$ cat config.mk
export PLATFORM = sky130hd
export DESIGN_NAME = ibuf_skew_fifo
export DESIGN_NICKNAME = d
export VERILOG_FILES = /design/src/rtl/ibuf_skew_fifo.sv
export SDC_FILE = /design/constraint.sdc
export NUM_CORES = 1
export LEC_CHECK = 0
export CORE_UTILIZATION = 55
export DETAILED_ROUTE_END_ITERATION = 8
export GPL_TIMING_DRIVEN = 0
export PLACE_DENSITY = 0.83
export SETUP_SLACK_MARGIN = 0.1
export SLEW_MARGIN = 20
export SYNTH_ARGS = -nofsm -noshare
export SYNTH_HDL_FRONTEND = slang
export SYNTH_SLANG_ARGS = --single-unit
$ cat constraint.sdc
create_clock -name clk -period 23.8 [get_ports clk]
set_clock_uncertainty 0.15 [all_clocks]
set_input_delay 4.76 -clock clk [delete_from_list [all_inputs] [get_ports clk]]
set_output_delay 4.76 -clock clk [all_outputs]
set_load 0.01 [all_outputs]
$ cat src/rtl/ibuf_skew_fifo.sv
// ibuf_skew_fifo: activation input buffer for the systolic array west edge.
// A DEPTH-deep FIFO of ARRAY_SIZE-lane vectors. A step pops one vector and
// injects it diagonally: lane i reaches the array i steps after lane 0. Each
// lane carries a zero flag so the PEs can gate MACs on zero operands.
// Optional feature: define ZERO_SKIP_EN to drop all-zero vectors at write
// time and count them in skip_cnt. When it is undefined, every accepted write
// is stored and skip_cnt is tied to zero.
module ibuf_skew_fifo #(
    parameter int ARRAY_SIZE = 4,
    parameter int DATA_W     = 32,
    parameter int DEPTH      = 8,
    parameter int CNT_W      = 16
) (
    input  logic                             clk,
    input  logic                             nRST,
    input  logic                             flush,
    input  logic                             wr_valid,
    output logic                             wr_ready,
    input  logic [ARRAY_SIZE*DATA_W-1:0]     wr_data,
    input  logic                             step,
    output logic [ARRAY_SIZE-1:0]            out_valid,
    output logic [ARRAY_SIZE*DATA_W-1:0]     out_data,
    output logic [ARRAY_SIZE-1:0]            out_zero,
    output logic [$clog2(DEPTH+1)-1:0]       count,
    output logic [CNT_W-1:0]                 skip_cnt
);

    localparam int PW = $clog2(DEPTH);
    localparam int CW = $clog2(DEPTH+1);
    localparam int VW = ARRAY_SIZE*DATA_W;

    logic [VW-1:0] mem [DEPTH];
    logic [PW-1:0] wr_ptr;
    logic [PW-1:0] rd_ptr;
    logic          push;
    logic          store;
    logic          pop;
    logic [VW-1:0] rd_data;

    // No full-bypass: a pop in the same cycle does not open the write port.
    assign wr_ready = (count != CW'(DEPTH));
    // flush overrides every data movement in its cycle.
    assign push     = wr_valid && wr_ready && !flush;
    assign pop      = step && (count != '0) && !flush;
    assign rd_data  = mem[rd_ptr];

`ifdef ZERO_SKIP_EN
    logic all_zero;

    // Saturating increment for the dropped-vector counter.
    function automatic logic [CNT_W-1:0] sat_inc(input logic [CNT_W-1:0] v);
        return (&v) ? v : v + CNT_W'(1);
    endfunction

    assign all_zero = (wr_data == '0);
    assign store    = push && !all_zero;

    // Count accepted all-zero writes; kept across flush, cleared by reset.
    always_ff @(posedge clk) begin
        if (!nRST) begin
            skip_cnt <= '0;
        end else if (push && all_zero) begin
            skip_cnt <= sat_inc(skip_cnt);
        end
    end
`else
    assign store    = push;
    assign skip_cnt = '0;
`endif

    // FIFO storage: data only, no reset needed.
    always_ff @(posedge clk) begin
        if (store) begin
            mem[wr_ptr] <= wr_data;
        end
    end

    // Pointers and occupancy; pointers wrap naturally since DEPTH is a power of 2.
    always_ff @(posedge clk) begin
        if (!nRST || flush) begin
            wr_ptr <= '0;
            rd_ptr <= '0;
            count  <= '0;
        end else begin
            if (store) begin
                wr_ptr <= wr_ptr + PW'(1);
            end
            if (pop) begin
                rd_ptr <= rd_ptr + PW'(1);
            end
            case ({store, pop})
                2'b10:   count <= count + CW'(1);
                2'b01:   count <= count - CW'(1);
                default: count <= count;
            endcase
        end
    end

    // Skew pipe: lane i owns an (i+1)-stage chain that advances only on step.
    for (genvar i = 0; i < ARRAY_SIZE; i++) begin : g_lane
        logic [DATA_W-1:0] lane_rd;
        logic [DATA_W-1:0] data_p [0:i];
        logic              vld_p  [0:i];
        logic              zero_p [0:i];

        assign lane_rd = rd_data[i*DATA_W +: DATA_W];

        // Stage 0 captures the popped lane (or a bubble); later stages shift.
        always_ff @(posedge clk) begin
            if (!nRST || flush) begin
                for (int j = 0; j <= i; j++) begin
                    data_p[j] <= '0;
                    vld_p[j]  <= 1'b0;
                    zero_p[j] <= 1'b0;
                end
            end else if (step) begin
                data_p[0] <= pop ? lane_rd : '0;
                vld_p[0]  <= pop;
                zero_p[0] <= pop && (lane_rd == '0);
                for (int j = 1; j <= i; j++) begin
                    data_p[j] <= data_p[j-1];
                    vld_p[j]  <= vld_p[j-1];
                    zero_p[j] <= zero_p[j-1];
                end
            end
        end

        assign out_valid[i]                  = vld_p[i];
        assign out_data[i*DATA_W +: DATA_W]  = data_p[i];
        assign out_zero[i]                   = zero_p[i];
    end

endmodule

==> qor.txt <==
Status: finished clean
Maxcap violations: 0
Core Box Area: 0.0936 mm2
Final non-filler cell total: 4541
Finish-stage setup viols: 0
Post-CTS Setup Repair Bufs: 0
Port Buffers: 273
Gpl congestion: 0.824
First-pass iteration count of the detailed router: 5
Crit end category: flop
Clk slew on worst S/H paths: 60 ps
Die height: 310 um
Period Utilization, post-route: 32.1%
Post-synth ARST share: 0%
Final Max Tran Viols: 0
Hold Worst Slack: 342 ps
Post-synth top cells: 1359 x edfxtp_1, 255 x and2_1, 241 x mux2i_1, 144 x mux4_2, 143 x nor2_1
Synth area leaders: edfxtp_1 78%, mux4_2 6.2%, mux2i_1 4.6%, and2_1 3.1%, buf_4 1.5%
Nets: 3297
Area of the die: 0.0959 mm2
Routed len/inst: 28.7 um
TritonCTS clock tree: yes
Critical Path AT: 7940 ps
Part of the Yosys area used for sequential elements: 78.9%
First-pass GRT wire length: 184000 um
RSZ-0062 raised after global routing: false
Total global routing overflow: 0
Pwr/cell area: 78.4 mW/mm2
Final antenna-violating net count: 0
Avg Cell Area, Syn: 19.6 um2
Number of synthesized flops with an enable pin: 1359
Synth Instances: 2650
Yosys reg bits: 1372
Fin Setup TNS: 0 ps
Hold Vio Cnt, Final: 0
H-Tree Depth: 4
Layout cells sized above 1: 17.4%
Max-slew headroom: 13.4%
Max Fclk: 131 MHz
Worst setup margin: 16160 ps
Hold_buf cts: 0
Area growth from synthesis to layout: 19.3%
I/O pins: 290
DRC viols: 0
Site Rows: 112
Worst path required time: 24110 ps
Clock Latency Late Sink: 740 ps
DP Cell Count: 4280
Critical-path maximum fanout: 10
Initial antenna violation count: 44
Synth unique cells: 44
Worst min path class: flop to flop
Worst-Margin Slew: 1300 ps
Final wirelength: 130000 um
Dpl ws: 15540 ps
CTS Sinks: 1372
Post-layout util: 66.4%
Die W: 310 um
Largest net degree at the start of global routing: 60
Leak: 20.5 nW
Resize count post-CTS: 0
Vias in the first global route: 27273
Hpwl dp: 84700 um
Period minus WS final: 7640 ps
Vias: 27590
Leading area contributor after synthesis: edfxtp_1
Worst-case vdd ir drop: 0.0672 mV
Mapped cell area: 0.0521 mm2
Yosys warns: 0
CTS root buffer: clkbuf_16
Crit start category: primary input
Top cell type's share of synthesized area: 78.4%
Ys flop type: edfxtp_1
CTS buffer count: 130
All-layer global routing usage: 27.2%
Initial Utilization: 55.6%
Crit Path Class: primary input to flop
Clock Path Buffers: 3
DRT iter0 DRCs: 3759
Count leader, synth: edfxtp_1
R2R Setup Slk: 18980 ps
Vias per cell: 6.08
## cell type report
class	instances	area, um2
diodes	24	60.1
plain buffers	222	1330
clock buffers	173	3580
clock inverters	63	534
fillers	5675	31500
inverters	3	11.3
multi-input cells	1068	9770
flip-flops and latches	1372	41100
well taps	1254	1570
repair buffers	362	4200
## power by group
part,leakage (nW),total (mW),internal [mW],switching [mW]
Clock,2.00,2.01,1.13,0.882
Combinational,5.20,0.156,0.0691,0.0874
Sequential,13.3,2.70,2.69,0.0109
## stage by stage
stage,cell area (um2),power [mW]
after global routing,62100,4.97
after global placement,56400,2.90
final,62100,4.87
after CTS,62100,4.88
after detailed placement,57900,2.90
after floorplan,52100,2.81
## cells by family (layout without fill, tap and decap cells)
kind of cell	Yosys count	after routing	synth area share [%]
adders and majority gates	5	5	0.120
xor gates and xnor gates	7	7	0.118
muxes	386	386	10.9
AOI/OAI and AO/OA	183	183	2.44
and+or+nand+nor	471	471	4.97
other	1	40	0.00720
DFF	1372	1372	78.9
buffers and inverters	225	823	2.57
## critical path, cell delays in order
cell	delay (ps)
clkdlybuf4s50_1	560
and3b_1	260
nand2b_1	90
clkbuf_1	890
clkbuf_1	560
buf_1	670
nor2_1	130
## cells in the final DEF (no fill, tap or decap), types with 17 or more instances in the layout
cell / count
a221oi_1: 48
a22oi_1: 57
and2_1: 255
buf_1: 19
buf_12: 28
buf_16: 20
buf_2: 32
buf_4: 131
buf_6: 18
clkbuf_1: 91
clkbuf_16: 137
clkdlybuf4s50_1: 273
clkinv_1: 25
clkinv_2: 18
diode_2: 24
edfxtp_1: 1359
mux2i_1: 241
mux4_2: 144
nand4_1: 17
nor2_1: 137
o21ai_0: 58
## per-layer routing
metal / share of wire [%] / routed length, um / GRT usage (%)
met3: 12 / 15500 / 7.40
met5: 0.21 / 270 / 0
met1: 35 / 45400 / 34.5
met2: 49 / 63300 / 43.5
met4: 4.6 / 5950 / 13.4
## sequential cells by signal, summed over array words and instances (netlist names), named ones only
register and cells:
count 4, g_lane.data_p 320, g_lane.vld_p 5, g_lane.zero_p 10, mem 1024, rd_ptr 3
wr_ptr 3
## final timing paths
path                                             start                                    to  cells past startpoint
worst min register to register  wr_ptr[0]$_SDFFE_PP0P_                wr_ptr[0]$_SDFFE_PP0P_                      2
worst min-delay path            wr_ptr[0]$_SDFFE_PP0P_                wr_ptr[0]$_SDFFE_PP0P_                      2
worst max-delay path                             flush  g_lane[1].data_p[0][2]$_SDFFCE_PN0P_                      7
worst max register to register                    flop     g_lane[3].zero_p[0]$_SDFFCE_PN0P_                      8
No activity file was read; power rests on OpenSTA's default activity.
